**config.mk**
```make
export PLATFORM = sky130hd
export DESIGN_NAME = turn_projectile_ctrl_flat
export DESIGN_NICKNAME = d
export VERILOG_FILES = /design/src/rtl/tank_pkg.sv /design/src/rtl/turn_projectile_ctrl_if.sv /design/src/rtl/projectile_step.sv /design/src/rtl/turn_projectile_ctrl.sv /design/src/flat_wrapper.sv
export SDC_FILE = /design/constraint.sdc
export NUM_CORES = 1
export LEC_CHECK = 0
export CAP_MARGIN = 20
export CELL_PAD_IN_SITES_DETAIL_PLACEMENT = 1
export CELL_PAD_IN_SITES_GLOBAL_PLACEMENT = 1
export CORE_MARGIN = 1
export CORE_UTILIZATION = 41
export CTS_BUF_LIST = sky130_fd_sc_hd__clkbuf_8
export DETAILED_ROUTE_END_ITERATION = 7
export HOLD_SLACK_MARGIN = 0.1
export PLACE_DENSITY = 0.89
export SYNTH_ARGS = -nofsm -noshare
export SYNTH_HDL_FRONTEND = slang
export SYNTH_HIERARCHICAL = 1
export SYNTH_SLANG_ARGS = --single-unit
export TNS_END_PERCENT = 30
```
**constraint.sdc**
```tcl
create_clock -name frame_clk -period 5.46 [get_ports frame_clk]
set_input_delay 0.546 -clock frame_clk [delete_from_list [all_inputs] [get_ports frame_clk]]
set_output_delay 0.546 -clock frame_clk [all_outputs]
set_load 0.1 [all_outputs]
```
**src/rtl/tank_pkg.sv**
```systemverilog
// ============================================================================
// Module      : tank_pkg
// Description : Shared types and playfield constants for the tank shot logic.
// Revision    : 1.0
// ============================================================================
`default_nettype none

package tank_pkg;

    typedef enum logic [1:0] {
        IDLE    = 2'd0,
        FLY     = 2'd1,
        RESOLVE = 2'd2
    } state_e;

    typedef enum logic [1:0] {
        PLAYER_NONE = 2'd0,
        PLAYER_1    = 2'd1,
        PLAYER_2    = 2'd2
    } player_e;

    // Wide enough that velocities added to on-screen positions never wrap.
    typedef logic signed [11:0] pos_t;

    localparam int X_MIN       = 0;
    localparam int X_MAX       = 639;
    localparam int Y_GROUND    = 440;
    localparam int TANK_HALF_W = 16;
    localparam int TANK_H      = 20;

    function automatic logic [9:0] clamp10(input pos_t v);
        if (v < pos_t'(0))
            return 10'd0;
        else if (v > pos_t'(1023))
            return 10'd1023;
        else
            return v[9:0];
    endfunction

endpackage

`default_nettype wire

```
**src/rtl/turn_projectile_ctrl_if.sv**
```systemverilog
// ============================================================================
// Module      : turn_projectile_ctrl_if
// Description : Turn/fire inputs and shot/health outputs of the shell block.
// Revision    : 1.0
// ============================================================================
`default_nettype none

interface turn_projectile_ctrl_if;
    logic              new_game;
    logic              player1flag;
    logic              player2flag;
    logic              fire;
    logic signed [7:0] vx;
    logic signed [7:0] vy;
    logic [9:0]        tank1_x;
    logic [9:0]        tank2_x;
    logic [9:0]        tank_y;
    logic              bull_shoot_flag1;
    logic              bull_shoot_flag2;
    logic              bull_stop_flag1;
    logic              bull_stop_flag2;
    logic              bullet_active;
    logic [9:0]        bullet_x;
    logic [9:0]        bullet_y;
    logic [3:0]        health_1;
    logic [3:0]        health_2;

    modport master (
        output new_game, player1flag, player2flag, fire, vx, vy,
               tank1_x, tank2_x, tank_y,
        input  bull_shoot_flag1, bull_shoot_flag2, bull_stop_flag1,
               bull_stop_flag2, bullet_active, bullet_x, bullet_y,
               health_1, health_2
    );

    modport slave (
        input  new_game, player1flag, player2flag, fire, vx, vy,
               tank1_x, tank2_x, tank_y,
        output bull_shoot_flag1, bull_shoot_flag2, bull_stop_flag1,
               bull_stop_flag2, bullet_active, bullet_x, bullet_y,
               health_1, health_2
    );
endinterface

`default_nettype wire

```
**src/rtl/projectile_step.sv**
```systemverilog
// ============================================================================
// Module      : projectile_step
// Description : One-frame ballistic step of a shell plus hit/miss classification.
// Revision    : 1.0
// ============================================================================
`default_nettype none

module projectile_step
    import tank_pkg::*;
#(
    parameter int GRAVITY = 1
) (
    input  pos_t       i_x,
    input  pos_t       i_y,
    input  pos_t       i_vx,
    input  pos_t       i_vy,
    input  logic [9:0] i_target_x,
    input  logic [9:0] i_tank_y,
    output pos_t       o_nx,
    output pos_t       o_ny,
    output pos_t       o_nvy,
    output logic       o_hit,
    output logic       o_miss
);

    pos_t w_dx;
    pos_t w_adx;
    pos_t w_top;

    always_comb begin
        o_nx  = i_x + i_vx;
        o_nvy = i_vy + pos_t'(GRAVITY);
        o_ny  = i_y + o_nvy;

        w_dx  = o_nx - pos_t'({2'b00, i_target_x});
        w_adx = (w_dx < pos_t'(0)) ? -w_dx : w_dx;
        w_top = pos_t'({2'b00, i_tank_y}) - pos_t'(TANK_H);

        // Negative y (shell above the screen) is deliberately not a miss.
        o_hit  = (w_adx <= pos_t'(TANK_HALF_W)) && (o_ny >= w_top);
        o_miss = (o_nx < pos_t'(X_MIN)) || (o_nx > pos_t'(X_MAX)) ||
                 (o_ny >= pos_t'(Y_GROUND));
    end

endmodule

`default_nettype wire

```
**src/rtl/turn_projectile_ctrl.sv**
```systemverilog
// ============================================================================
// Module      : turn_projectile_ctrl
// Description : Launches, flies and resolves one shell per turn; keeps health.
// Revision    : 1.0
// ============================================================================
`default_nettype none

module turn_projectile_ctrl
    import tank_pkg::*;
#(
    parameter int GRAVITY    = 1,
    parameter int DAMAGE     = 1,
    parameter int MAX_HEALTH = 5
) (
    input  logic                    frame_clk,
    input  logic                    Reset,
    turn_projectile_ctrl_if.slave   bus
);

    localparam logic [3:0] HEALTH_INIT = 4'(MAX_HEALTH);
    localparam logic [3:0] HEALTH_DMG  = 4'(DAMAGE);

    state_e     state_q,   state_d;
    player_e    shooter_q, shooter_d;
    pos_t       x_q,  x_d;
    pos_t       y_q,  y_d;
    pos_t       vx_q, vx_d;
    pos_t       vy_q, vy_d;
    logic       shoot1_q, shoot1_d;
    logic       shoot2_q, shoot2_d;
    logic       stop1_q,  stop1_d;
    logic       stop2_q,  stop2_d;
    logic       active_q, active_d;
    logic [3:0] health1_q, health1_d;
    logic [3:0] health2_q, health2_d;
    logic       fire_q;

    player_e    w_owner;
    logic       w_fire_rise;
    pos_t       w_vx_ext;
    logic [9:0] w_target_x;
    pos_t       w_nx, w_ny, w_nvy;
    logic       w_hit, w_miss;

    assign w_fire_rise = bus.fire & ~fire_q;
    assign w_vx_ext    = {{4{bus.vx[7]}}, bus.vx};
    assign w_target_x  = (shooter_q == PLAYER_1) ? bus.tank2_x : bus.tank1_x;

    always_comb begin
        w_owner = PLAYER_NONE;
        if (bus.player1flag && !bus.player2flag)
            w_owner = PLAYER_1;
        else if (bus.player2flag && !bus.player1flag)
            w_owner = PLAYER_2;
    end

    projectile_step #(
        .GRAVITY (GRAVITY)
    ) u_step (
        .i_x        (x_q),
        .i_y        (y_q),
        .i_vx       (vx_q),
        .i_vy       (vy_q),
        .i_target_x (w_target_x),
        .i_tank_y   (bus.tank_y),
        .o_nx       (w_nx),
        .o_ny       (w_ny),
        .o_nvy      (w_nvy),
        .o_hit      (w_hit),
        .o_miss     (w_miss)
    );

    always_comb begin
        state_d   = state_q;
        shooter_d = shooter_q;
        x_d       = x_q;
        y_d       = y_q;
        vx_d      = vx_q;
        vy_d      = vy_q;
        shoot1_d  = 1'b0;
        shoot2_d  = 1'b0;
        stop1_d   = 1'b0;
        stop2_d   = 1'b0;
        active_d  = active_q;
        health1_d = health1_q;
        health2_d = health2_q;

        case (state_q)
            IDLE: begin
                if (w_fire_rise && (w_owner != PLAYER_NONE)) begin
                    shooter_d = w_owner;
                    x_d       = (w_owner == PLAYER_1) ? pos_t'({2'b00, bus.tank1_x})
                                                      : pos_t'({2'b00, bus.tank2_x});
                    y_d       = pos_t'({2'b00, bus.tank_y}) - pos_t'(TANK_H + 1);
                    vx_d      = (w_owner == PLAYER_1) ? w_vx_ext : -w_vx_ext;
                    vy_d      = {{4{bus.vy[7]}}, bus.vy};
                    shoot1_d  = (w_owner == PLAYER_1);
                    shoot2_d  = (w_owner == PLAYER_2);
                    active_d  = 1'b1;
                    state_d   = FLY;
                end
            end

            FLY: begin
                // Health and stop pulse land on the same edge so the game FSM
                // sees final health when it samples the stop flag.
                if (w_hit || w_miss) begin
                    stop1_d  = (shooter_q == PLAYER_1);
                    stop2_d  = (shooter_q == PLAYER_2);
                    active_d = 1'b0;
                    state_d  = RESOLVE;
                    if (w_hit) begin
                        if (shooter_q == PLAYER_1)
                            health2_d = (health2_q >= HEALTH_DMG) ? health2_q - HEALTH_DMG : 4'd0;
                        else
                            health1_d = (health1_q >= HEALTH_DMG) ? health1_q - HEALTH_DMG : 4'd0;
                    end
                end else begin
                    x_d  = w_nx;
                    y_d  = w_ny;
                    vy_d = w_nvy;
                end
            end

            RESOLVE: state_d = IDLE;

            default: state_d = IDLE;
        endcase
    end

    always_ff @(posedge frame_clk) begin
        fire_q <= bus.fire;
    end

    always_ff @(posedge frame_clk) begin
        if (!Reset || bus.new_game) begin
            state_q   <= IDLE;
            shooter_q <= PLAYER_NONE;
            x_q       <= '0;
            y_q       <= '0;
            vx_q      <= '0;
            vy_q      <= '0;
            shoot1_q  <= 1'b0;
            shoot2_q  <= 1'b0;
            stop1_q   <= 1'b0;
            stop2_q   <= 1'b0;
            active_q  <= 1'b0;
            health1_q <= HEALTH_INIT;
            health2_q <= HEALTH_INIT;
        end else begin
            state_q   <= state_d;
            shooter_q <= shooter_d;
            x_q       <= x_d;
            y_q       <= y_d;
            vx_q      <= vx_d;
            vy_q      <= vy_d;
            shoot1_q  <= shoot1_d;
            shoot2_q  <= shoot2_d;
            stop1_q   <= stop1_d;
            stop2_q   <= stop2_d;
            active_q  <= active_d;
            health1_q <= health1_d;
            health2_q <= health2_d;
        end
    end

    assign bus.bull_shoot_flag1 = shoot1_q;
    assign bus.bull_shoot_flag2 = shoot2_q;
    assign bus.bull_stop_flag1  = stop1_q;
    assign bus.bull_stop_flag2  = stop2_q;
    assign bus.bullet_active    = active_q;
    assign bus.bullet_x         = clamp10(x_q);
    assign bus.bullet_y         = clamp10(y_q);
    assign bus.health_1         = health1_q;
    assign bus.health_2         = health2_q;

endmodule

`default_nettype wire

```
**src/flat_wrapper.sv**
```systemverilog
// flat-port wrapper written by rule: the top's interface ports become plain ports
module turn_projectile_ctrl_flat import tank_pkg::*;
#(
    parameter int GRAVITY    = 1,
    parameter int DAMAGE     = 1,
    parameter int MAX_HEALTH = 5
)
  (frame_clk, Reset, bus_new_game, bus_player1flag, bus_player2flag, bus_fire, bus_vx, bus_vy, bus_tank1_x, bus_tank2_x, bus_tank_y, bus_bull_shoot_flag1, bus_bull_shoot_flag2, bus_bull_stop_flag1, bus_bull_stop_flag2, bus_bullet_active, bus_bullet_x, bus_bullet_y, bus_health_1, bus_health_2);
  turn_projectile_ctrl_if bus_i ();
  input  logic frame_clk;
  input  logic Reset;
  input wire logic [$bits(bus_i.new_game)-1:0] bus_new_game;
  input wire logic [$bits(bus_i.player1flag)-1:0] bus_player1flag;
  input wire logic [$bits(bus_i.player2flag)-1:0] bus_player2flag;
  input wire logic [$bits(bus_i.fire)-1:0] bus_fire;
  input wire logic [$bits(bus_i.vx)-1:0] bus_vx;
  input wire logic [$bits(bus_i.vy)-1:0] bus_vy;
  input wire logic [$bits(bus_i.tank1_x)-1:0] bus_tank1_x;
  input wire logic [$bits(bus_i.tank2_x)-1:0] bus_tank2_x;
  input wire logic [$bits(bus_i.tank_y)-1:0] bus_tank_y;
  output wire logic [$bits(bus_i.bull_shoot_flag1)-1:0] bus_bull_shoot_flag1;
  output wire logic [$bits(bus_i.bull_shoot_flag2)-1:0] bus_bull_shoot_flag2;
  output wire logic [$bits(bus_i.bull_stop_flag1)-1:0] bus_bull_stop_flag1;
  output wire logic [$bits(bus_i.bull_stop_flag2)-1:0] bus_bull_stop_flag2;
  output wire logic [$bits(bus_i.bullet_active)-1:0] bus_bullet_active;
  output wire logic [$bits(bus_i.bullet_x)-1:0] bus_bullet_x;
  output wire logic [$bits(bus_i.bullet_y)-1:0] bus_bullet_y;
  output wire logic [$bits(bus_i.health_1)-1:0] bus_health_1;
  output wire logic [$bits(bus_i.health_2)-1:0] bus_health_2;
  assign bus_i.new_game = bus_new_game;
  assign bus_i.player1flag = bus_player1flag;
  assign bus_i.player2flag = bus_player2flag;
  assign bus_i.fire = bus_fire;
  assign bus_i.vx = bus_vx;
  assign bus_i.vy = bus_vy;
  assign bus_i.tank1_x = bus_tank1_x;
  assign bus_i.tank2_x = bus_tank2_x;
  assign bus_i.tank_y = bus_tank_y;
  assign bus_bull_shoot_flag1 = bus_i.bull_shoot_flag1;
  assign bus_bull_shoot_flag2 = bus_i.bull_shoot_flag2;
  assign bus_bull_stop_flag1 = bus_i.bull_stop_flag1;
  assign bus_bull_stop_flag2 = bus_i.bull_stop_flag2;
  assign bus_bullet_active = bus_i.bullet_active;
  assign bus_bullet_x = bus_i.bullet_x;
  assign bus_bullet_y = bus_i.bullet_y;
  assign bus_health_1 = bus_i.health_1;
  assign bus_health_2 = bus_i.health_2;
  turn_projectile_ctrl #(.GRAVITY(GRAVITY), .DAMAGE(DAMAGE), .MAX_HEALTH(MAX_HEALTH)) u_core (.frame_clk(frame_clk), .Reset(Reset), .bus(bus_i));
endmodule
```
Word level (Yosys, flattened, before mapping)
Cells that the tools add are included.

Add/subtract/negate cells: 10. $lt $le $gt $ge: 12. Equal/unequal tests: 8. Mux-type cells: 27. Bitwise operators: 7. Reduce and logical (&&, ||, !) cells: 22.

Operators by type and width (number): 12-bit 2-to-1 mux (8); 12-bit case mux with 2 select lines (3); 10-bit 2-to-1 mux (6); 12-bit by 1-bit < comparator with 1-bit output, second input constant (4); 12-bit by 11-bit > comparator with 1-bit output, second input constant (3); 12-bit adder (2); 10-bit by 5-bit subtractor with 11-bit output, second input constant (2); 12-bit by 2-bit adder with 12-bit output, second input constant (1); 12-bit by 10-bit >= comparator with 1-bit output, second input constant (1); 12-bit by 11-bit >= comparator with 1-bit output (1); 12-bit by 6-bit less-or-equal comparator with 1-bit output, second input constant (1); 12-bit negator (1); 8-bit negator with 12-bit output (1); 12-bit by 11-bit subtractor with 12-bit output (1); 4-bit by 1-bit >= comparator with 1-bit output, second input constant (2); 2-bit 2-to-1 mux (4); 4-bit 2-to-1 mux (2); 4-bit AND reduction (2); 4-bit by 1-bit subtractor with 4-bit output, second input constant (2); 2-bit by 1-bit equality test with 1-bit output, second input constant (3); 1-bit inverter (6); 3-bit AND reduction (2); 3-bit OR reduction (2); 2-bit equality test, second input constant (2); 12 further kinds (24).

Bits in registers: 66. Bits of input ports: 52. Output and inout port bits: 33.

Logic depth before layout (Yosys ltp)
Depth in word-level cells: 10. Depth in mapped cells: 26. Gate-level depth less buffers: 25.

Hierarchy
The synthesis kept the hierarchy.

Modules (own cells, without submodules): turn_projectile_ctrl (instances 1, cells each 442, area each 3415.8 sq um); projectile_step (instances 1, cells each 304, area each 2219.6 sq um).

Least setup slack after synthesis
No wires, ideal clock.

Path kind: register -> register. Start point: reg u_core.x_q[0]. End point: reg u_core.vy_q[2]. Data arrival time: 4811 ps. Slack: 582 ps. Cell stages (with the launch flop): 24. Path buffers: 2. Clock period less this slack: 4878 ps. Cell sequence: dfxtp_1 > ha_1 > inv_1 > fa_1 > nor2b_4 > o31a_1 > o21a_1 > nor2_1 > xnor2_1 > ha_1 > a2111o_1 > o2111ai_1 > nand2_1 > a211oi_2 > xor2_1 > and4b_1 > nor4_1 > a211oi_1 > or4b_2 > nand2_8 > nand2_4 > buf_6 > buf_8 > o21ai_2.

Cells in the longest elaborated chain, start to end: 9.

Ends and longest elaborated chain: start: declaration (RTL line turn_projectile_ctrl.sv:25) `pos_t x_q, x_d;`; start signal: assignment (RTL line turn_projectile_ctrl.sv:139) `x_q <= '0;`; start signal: assignment (RTL line turn_projectile_ctrl.sv:153) `x_q <= x_d;`; 12-bit adder * (RTL line projectile_step.sv:31) `o_nx = i_x + i_vx;`; net u_core.w_nx[6] (RTL line turn_projectile_ctrl.sv:42) `pos_t w_nx, w_ny, w_nvy;`; 12-bit by 11-bit subtractor with 12-bit output * (RTL line projectile_step.sv:35) `w_dx = o_nx - pos_t'({2'b00, i_target_x});`; 12-bit negator or 12-bit by 1-bit < comparator with 1-bit output (tied branches) (RTL line projectile_step.sv:36) `w_adx = (w_dx < pos_t'(0)) ? -w_dx : w_dx;`; 12-bit 2-to-1 mux * (RTL line projectile_step.sv:36); 12-bit by 6-bit less-or-equal comparator with 1-bit output * (RTL line projectile_step.sv:40) `o_hit = (w_adx <= pos_t'(TANK_HALF_W)) && (o_ny >= w_top);`; 1-bit logical AND * (RTL line projectile_step.sv:40); net u_core.w_hit (RTL line turn_projectile_ctrl.sv:43) `logic w_hit, w_miss;`; 1-bit logical OR * (RTL line turn_projectile_ctrl.sv:107) `if (w_hit || w_miss) begin`; 2-bit inequality test (no source line) *; 3-bit AND reduction (no source line) *; end signal: assignment (RTL line turn_projectile_ctrl.sv:156) `vy_q <= vy_d;`; end: declaration (RTL line turn_projectile_ctrl.sv:28) `pos_t vy_q, vy_d;`.

The timed path passes the listed nets; every way through them passes the cells marked *. A chain may end at the register's enable or synchronous reset.

Worst setup path in the final report
Start point: reg u_core.vy_q[0]. End point: reg u_core.y_q[5].

Cells in the longest elaborated chain, start to end: 7.

Ends and longest elaborated chain: 12-bit by 2-bit adder with 12-bit output (RTL line projectile_step.sv:32) `o_nvy = i_vy + pos_t'(GRAVITY);`; net u_core.w_nvy[2] (RTL line turn_projectile_ctrl.sv:42); 12-bit adder (RTL line projectile_step.sv:33) `o_ny = i_y + o_nvy;`; net u_core.w_ny[11] (RTL line turn_projectile_ctrl.sv:42); 12-bit by 11-bit >= comparator with 1-bit output (RTL line projectile_step.sv:40); 1-bit logical AND (RTL line projectile_step.sv:40); net u_core.w_hit (RTL line turn_projectile_ctrl.sv:43); 1-bit logical OR (RTL line turn_projectile_ctrl.sv:107); 2-bit inequality test (no source line); 3-bit AND reduction (no source line); end signal: assignment (RTL line turn_projectile_ctrl.sv:154) `y_q <= y_d;`; end: declaration (RTL line turn_projectile_ctrl.sv:26) `pos_t y_q, y_d;`.

The timed path passes the listed nets, and every way through them passes these cells. The select of a mux whose other input is x is not followed.

==> metrics.txt <==
status finished clean; utilization after layout 0.527; DR vias/cell 5.79; initial antenna violation count 0; Die W 119 um; Final nets 939; FMAX 188 MHz; DR pass1 iterations 4; Clk Latency, worst-skew pair 380 ps; Mapped Cells 746; Final ANT Viol Nets 0; sequential fraction of the synthesis area 0.234; most frequent cells in the layout 104 x nor2_1, 84 x clkdlybuf4s50_1, 83 x nand2_1; critical path arrival 5590 ps; first-pass GRT wire length 30,400 um; register clock-pin slew on the reported worst setup and hold paths 90 ps; syn nets 855; maximum root-to-sink buffer count 2; Area after DPL 6630 um2; Hold Path Origin u_core/shooter_q[0]; leakage 0.00297 uW; Post-synth EDFFs 0; Startpoint Class flip-flop; Worst Max-Slew Pin Slew 987 ps; fillcell total 1,673; GP Congestion 0.838; via count 5,858; Synth Register Bits 66; largest net degree at the start of global routing 52; worst relative slew slack 0.340; Initial Util 0.422; Post-Syn Area 5640 um2; Maximum Capacitance Violations 0; Final Skew 12.7 ps; IO Count 85; pwr dens 201 nW/um2; Main synth FF type dfxtp_1; Die H 119 um; post-route cell area 7030 um2; vias in the first global route 6,085; share of cells above drive strength 1 0.0910; Core Area 13,300 um2; total track usage 0.271; H-tree depth 3; setup violators final 0; Root Buffer clkbuf_8; Layout Cells excl Fill 1,011; antenna cells 0; Num Clock Sinks 66; placed insts 986; Worst R2R Start u_core/vy_q[0]; ys async rst share 0; Setup crit start u_core/vy_q[0]; element type at the critical path end flip-flop; most common library cell in the layout ignoring fill and taps nor2_1; TritonCTS clock tree yes; FP Rows 42; crit share post-route 0.974; Max FO, Critical Path 14; max-slew violations 0; worst slack, placed -55.8 ps; DR iter-0 viols 279; worst setup margin 143 ps; die area 14,200 um2; Port Buffers 84; Ys Warns 6; dpl hpwl 14,000 um; CTS Buf Count 9; Hold Crit Class reg -> reg; aggregate global routing overflow 0; Mean Syn Cell Area 7.55 um2; Crit Path Class reg -> reg; Max VDD drop 265 uV; count of cell types in the netlist 72; fin crit period 5320 ps; worst path required time 5740 ps; setup TNS 0 ps; # DRC 0; DRT Wirelength 19,200 um; wire length per cell 18.9 um; Fin. Hold Viols 0; Area Overhead vs Synth 24.7%
synth_stat cells, types with 10 or more instances:
cell type | number | area share
nand2b_1 | 10 | 0.011
inv_1 | 44 | 0.029
dfxtp_1 | 66 | 0.23
nor2_1 | 105 | 0.070
ha_1 | 54 | 0.12
nand2_1 | 83 | 0.055
nor3_1 | 23 | 0.020
xnor2_1 | 41 | 0.064
xor2_1 | 16 | 0.025
o21ai_0 | 43 | 0.038
a21oi_1 | 59 | 0.052
clkbuf_1 | 15 | 0.010
nand3_1 | 18 | 0.016
mux2i_1 | 22 | 0.039
o21ai_2 | 10 | 0.016
nor2b_1 | 11 | 0.012
power by group:
part | internal [uW] | switching (uW)
sequential | 490 | 10.6
combinational | 147 | 227
clock | 317 | 222
flip-flops by register name, indices dropped and copies added (netlist names):
signal,count
u_core/state_q,2
u_core/bus.bull_shoot_flag1,1
u_core/bus.bullet_active,1
u_core/bus.health_2,4
u_core/vy_q,12
u_core/bus.bull_shoot_flag2,1
u_core/vx_q,12
u_core/fire_q,1
u_core/bus.bull_stop_flag2,1
u_core/y_q,12
u_core/x_q,12
u_core/bus.bull_stop_flag1,1
u_core/shooter_q,2
u_core/bus.health_1,4
kinds of logic after synthesis:
kind of cell	after synthesis	share of synthesized area
buffers and inverters	73	0.0555
AO/OA/AOI/OAI	177	0.205
adder cells (fa/ha/maj)	57	0.131
flip-flops	66	0.234
multiplexers	22	0.0391
AND/OR/NAND/NOR	293	0.244
XOR/XNOR	58	0.0915
final cells by class:
class	count	area, um2	area share
clock buffer	10	138	0.0196
clock inverter	6	113	0.0160
inverter	45	170	0.0242
multi-input combinational	608	4100	0.583
sequential	66	1320	0.188
tap	176	220	0.0313
timing repair buffer	100	972	0.138
final timing paths:
kind                                 to  slack [ps]  depth (start not counted)
max reg2reg               u_core/y_q[5]         140                         21
max                       u_core/y_q[5]         140                         21
min reg2reg  u_core/bus.bull_stop_flag2         470                          1
min          u_core/bus.bull_stop_flag2         470                          1
metrics by stage:
stage	total power (uW)	hold WS, ps
floorplan	745	429
detailed placement	862	458
global route	1470	492
global placement	845	440
CTS	1400	471
finish	1410	475
worst max-delay path, cell delays in order, from the launching register on:
cell	delay (ps)
dfxtp_1	440
ha_2	280
xor2_1	260
ha_1	320
a21oi_1	240
nor2b_1	100
o21a_1	190
o41a_1	360
a21o_1	200
a21oi_1	230
a21oi_1	120
xnor2_1	190
ha_1	310
inv_1	50
or3_1	340
a2bb2oi_1	140
o21ai_1	140
a211oi_2	90
or4b_4	550
nand2_8	140
nand2_4	180
o31ai_1	340
what timing repair did:
| item | 4_1_cts | 5_1_grt |
|---|---|---|
| hold buffers | 0 | 0 |
| setup endpoints to repair | 12 | 42 |
| gates resized for setup | 3 | 12 |
| buffers inserted | 0 | 7 |
| gates cloned | 0 | 1 |
| pin swaps | 0 | 9 |
routing by layer:
metal	wire, um	GRT usage	part of all wire	vias up
li1	-	-	-	2772
met1	8360	0.329	0.44	2904
met2	9430	0.470	0.49	147
met3	990	0.0575	0.052	33
met4	341	0.0862	0.018	2
met5	36	0.0368	0.0019	-
Power figures use the tool's default switching activity.
==> edit 1 (same flow settings) <==
Re-encode `player_e` (3 values) as one-hot, 3 bits wide.
--- a/src/rtl/tank_pkg.sv
+++ b/src/rtl/tank_pkg.sv
@@ -13,10 +13,10 @@
         RESOLVE = 2'd2
     } state_e;
 
-    typedef enum logic [1:0] {
-        PLAYER_NONE = 2'd0,
-        PLAYER_1    = 2'd1,
-        PLAYER_2    = 2'd2
+    typedef enum logic [2:0] {
+        PLAYER_NONE = 3'b001,
+        PLAYER_1    = 3'b010,
+        PLAYER_2    = 3'b100
     } player_e;
 
     // Wide enough that velocities added to on-screen positions never wrap.
Check against the original RTL: no difference found for any inputs over 4 cycles, from zero or initial values; so few cycles prove little.
==> edit 1 against the original RTL <==
Power shrank 9.1%; sequential cell count rose by 1; worst setup slack improved by 0.099 ns; synthesized area is 0.20% lower; wire length decreased by 5.0%; sequential power is 2% higher; critical endpoint unchanged; final area decreased by 1.9%; combinational power fell by 3%.
==> edit 1: results (changes against the original RTL) <==
Detailed routing:
- The met3 wire length is 620 um (was 990 um).
- The detailed router's first-iteration violation count is 228 (was 279).
- The detailed-routed wire length on met2 is 9390 um (was 9430 um).

Min path:
- The worst hold path startpoint is u_core/vy_q[10] (was u_core/shooter_q[0]).
- The worst hold endpoint was u_core/vy_q[10] (was u_core/bus.bull_stop_flag2).
- The cell depth of the worst hold path is 2 (was 1).

Global routing:
- The largest net degree at the start of global routing is 39 (was 52).
- The met3 global-route usage came to 4.21% (was 5.75%).
- The number of global-route vias before repair came to 6133 (was 6085).
- The global-route wire length before repair came to 29700 um (was 30400 um).

Cells and area:
- The non-clock buffer contribution to total cell area is 13.4% (was 13.8%).
- The number of ordinary and repair buffers in the finished layout is 95 (was 100).
- The number of fillers in the final layout was 1678 (was 1673).
- The sequential share of cell area was 19.4% (was 18.8%).
- The share of final layout cell area taken by clock buffers and inverters is 2.83% (was 3.56%).

Setup path:
- The start point of the critical path is u_core/x_q[0] (was u_core/vy_q[0]).
- The path depth of the worst reg2reg path is 23 (was 21).

Synthesis:
- The post-synthesis xor/xnor area fraction was 9.32% (was 9.15%).
- The number of different library cells in the post-synthesis netlist is 71 (was 72).
- The sequential-to-total area share from yosys stat was 23.8% (was 23.4%).

Placed design:
- The half-perimeter wire length after detailed placement is 14300 um (was 14000 um).
- The pre-CTS setup slack is 0.140 ns (was -0.0558 ns).
- The final weighted congestion of routability-driven global placement is 0.915 (was 0.838).

Status:
- Status: finished clean (unchanged).

Pwr:
- The combinational group power was 0.362 mW (was 0.373 mW).
- The sequential-cell power consumption is 0.509 mW (was 0.501 mW).
- The switching power share of the total came to 33.3% (was 32.5%).

Clocking:
- The count of cells resized by post-cts repair is 0 (was 3).

STA:
- The worst path setup slack after routing is 0.242 ns (was 0.143 ns).
[edit 1: cell types whose count changed in the layout (fill, tap and decap cells not counted), sizes merged, moves of 3 or more]
cell   change
nor2       +4
o21ai     +10
nand2      +8
buf        -5
or4b       -3
[edit 1: tightest hold or removal path, stage by stage, from the launching register on]
cell	delay (ns)
sky130_fd_sc_hd__dfxtp_1	0.32
sky130_fd_sc_hd__nand2_1	0.05
sky130_fd_sc_hd__o21ai_1	0.06
[edit 1: per-stage QoR]
| step | cells | hold slack (ns) | utilization (%) | area [sq um] | total power [mW] |
|---|---|---|---|---|---|
| after CTS | 1016 | 0.482 | 51.5 | 6840 | 1.29 |
| after detailed placement | 1000 | 0.471 | 50.0 | 6650 | 0.871 |
| final | 1017 | 0.477 | 51.9 | 6900 | 1.29 |
| after global placement | 1000 | 0.437 | 50.0 | 6650 | 0.855 |
| after floorplan | 757 | 0.427 | - | 5620 | 0.750 |
| after global routing | 1017 | 0.502 | 51.9 | 6900 | 1.35 |
==> edit 2 (same settings) <==
Without the edit above. `X_MAX`: 639 -> 319.
--- a/src/rtl/tank_pkg.sv
+++ b/src/rtl/tank_pkg.sv
@@ -23,7 +23,7 @@
     typedef logic signed [11:0] pos_t;
 
     localparam int X_MIN       = 0;
-    localparam int X_MAX       = 639;
+    localparam int X_MAX       = 319;
     localparam int Y_GROUND    = 440;
     localparam int TANK_HALF_W = 16;
     localparam int TANK_H      = 20;
Function: changed (Yosys sat finds a counterexample within 4 cycles, from zero or initial values).
==> edit 2 against the original RTL <==
Non-clock buffer count increased by 10; worst setup slack lost 0.11 ns; final area up 2.8%; wire length grew 4.2%; critical path depth up 2; synthesized area is 0.38% lower; power shrank 5.2%; synthesized cell count fell by 0.27%; sequential cell count unchanged; largest cell class unchanged.
==> edit 2: results (changes against the original RTL) <==
Synthesis:
- Ranking of synthesized cells by area: sky130_fd_sc_hd__dfxtp_1 (24%), sky130_fd_sc_hd__ha_1 (12%), sky130_fd_sc_hd__nor2_1 (6.2%), sky130_fd_sc_hd__nand2_1 (5.6%), sky130_fd_sc_hd__xnor2_1 (5.5%) (was sky130_fd_sc_hd__dfxtp_1 (23%), sky130_fd_sc_hd__ha_1 (12%), sky130_fd_sc_hd__nor2_1 (7.0%), sky130_fd_sc_hd__xnor2_1 (6.4%), sky130_fd_sc_hd__nand2_1 (5.5%)).
- Commonest cells post-synth: sky130_fd_sc_hd__nor2_1 (92), sky130_fd_sc_hd__nand2_1 (84), sky130_fd_sc_hd__dfxtp_1 (66), sky130_fd_sc_hd__a21oi_1 (60), sky130_fd_sc_hd__ha_1 (54) (was sky130_fd_sc_hd__nor2_1 (105), sky130_fd_sc_hd__nand2_1 (83), sky130_fd_sc_hd__dfxtp_1 (66), sky130_fd_sc_hd__a21oi_1 (59), sky130_fd_sc_hd__ha_1 (54)).
- The post-synthesis xor/xnor area fraction is 8.42% (was 9.15%).
- The total nets after synthesis was 853 (was 855).
- The post-synthesis compound-gate area fraction was 20.8% (was 20.5%).
- The number of different library cells in the post-synthesis netlist came to 64 (was 72).
- The mux share of post-synthesis cell area is 3.92% (was 3.91%).
- The arithmetic-cell share of the synthesized area counting full adders, half adders and majority gates is 13.1% (about the same).

Cells and area:
- The final-stage net count is 946 (was 939).
- The share of layout cells above drive strength 1 came to 12.2% (was 9.10%).
- The number of fillers in the final layout is 1638 (was 1673).

Detailed routing:
- The detailed-routed wire length on met2 is 9830 um (was 9430 um).
- The detailed router's first-iteration violation count was 315 (was 279).
- The met3 wire length is 812 um (was 990 um).
- The highest signal layer in the routed design is met4 (was met5).

Setup path:
- The source of the worst register-to-register timing path is u_core/x_q[0] (was u_core/vy_q[0]).
- The largest incremental delay on the critical path came to 0.53 ns (was 0.55 ns).

Placed design:
- The placed instance area came to 6720 sq um (was 6630 sq um).
- The pre-CTS setup slack is -0.294 ns (was -0.0558 ns).
- The final weighted congestion of routability-driven global placement is 0.902 (was 0.838).
- The half-perimeter wire length after detailed placement is 14400 um (was 14000 um).

Global routing:
- The number of global-route vias before repair came to 6167 (was 6085).
- The global-route wire length before repair is 30700 um (was 30400 um).
- The overall routing resource usage is 27.1% (about the same).

STA:
- The final worst clock skew came to 0.0112 ns (was 0.0127 ns).
- The fmax is 184 MHz (was 188 MHz).

Pwr:
- The peak supply drop is 0.102 mV (was 0.265 mV).

Status:
- Status: finished clean (unchanged).
-- edit 2: cell families after synthesis --
kind of cell / Yosys count
simple gates: 289
compound gates: 182
buf+inv: 74
flops: 66
fa+ha+maj: 57
xor+xnor: 54
mux: 22
-- edit 2: how the worst min path moves through the flow --
stage / slack, ns / startpoint / cells past startpoint / to
after floorplan: 0.43 / u_core/shooter_q[0] / 1 / u_core/bus.bull_stop_flag2
after global placement: 0.45 / u_core/shooter_q[0] / 1 / u_core/bus.bull_stop_flag2
after detailed placement: 0.46 / u_core/shooter_q[0] / 1 / u_core/bus.bull_stop_flag2
after CTS: 0.47 / u_core/shooter_q[0] / 1 / u_core/bus.bull_stop_flag2
after global routing: 0.52 / u_core/shooter_q[0] / 1 / u_core/bus.bull_stop_flag2
final: 0.50 / u_core/vy_q[8] / 2 / u_core/vy_q[8]
-- edit 2: stage by stage --
stage	hold slack [ns]	setup TNS [ns]	utilization (%)	cells
after floorplan	0.434	0	-	744
after global placement	0.447	0	50.5	994
after detailed placement	0.463	-7.06	50.5	994
after CTS	0.468	0	52.3	1010
after global routing	0.522	-2.55	54.4	1017
final	0.498	0	54.4	1017
-- edit 2: metal layers --
metal,vias up,track usage [%]
met1,2883,34.0
met3,54,4.55
met5,-,0
li1,2793,-
met4,0,10.0
met2,189,46.2
-- edit 2: final cells by class --
class / count / area [sq um] / share of cell area [%]
clock buffers: 12 / 165 / 2.28
clock inverters: 3 / 38.8 / 0.537
inverters: 46 / 174 / 2.41
multi-input cells: 604 / 4200 / 58.0
flip-flops and latches: 66 / 1320 / 18.3
well taps: 176 / 220 / 3.05
repair buffers: 110 / 1110 / 15.4
-- edit 2: worst register-to-register path: cells and delay by family (launching register included) --
kind / cells / cell delay [ns]
DFF: 1 / 0.35
and+or+nand+nor: 6 / 1.49
buffers and inverters: 4 / 0.75
adders and majority gates: 3 / 0.86
AOI/OAI and AO/OA: 9 / 1.66
xor gates and xnor gates: 1 / 0.26
-- edit 2: what timing repair did --
item                       4_1_cts  5_1_grt
cloned                           0        1
pin swaps                        2       17
setup endpoints to repair       41       49
setup buffers                    1        5
resized for setup                6       41
-- edit 2: power breakdown --
group / switching, mW / leakage (nW) / internal, mW / total [mW]
combinational: 0.238 / 2.43 / 0.157 / 0.395
sequential: 0.0108 / 0.535 / 0.490 / 0.501
clock: 0.200 / 0.110 / 0.244 / 0.444
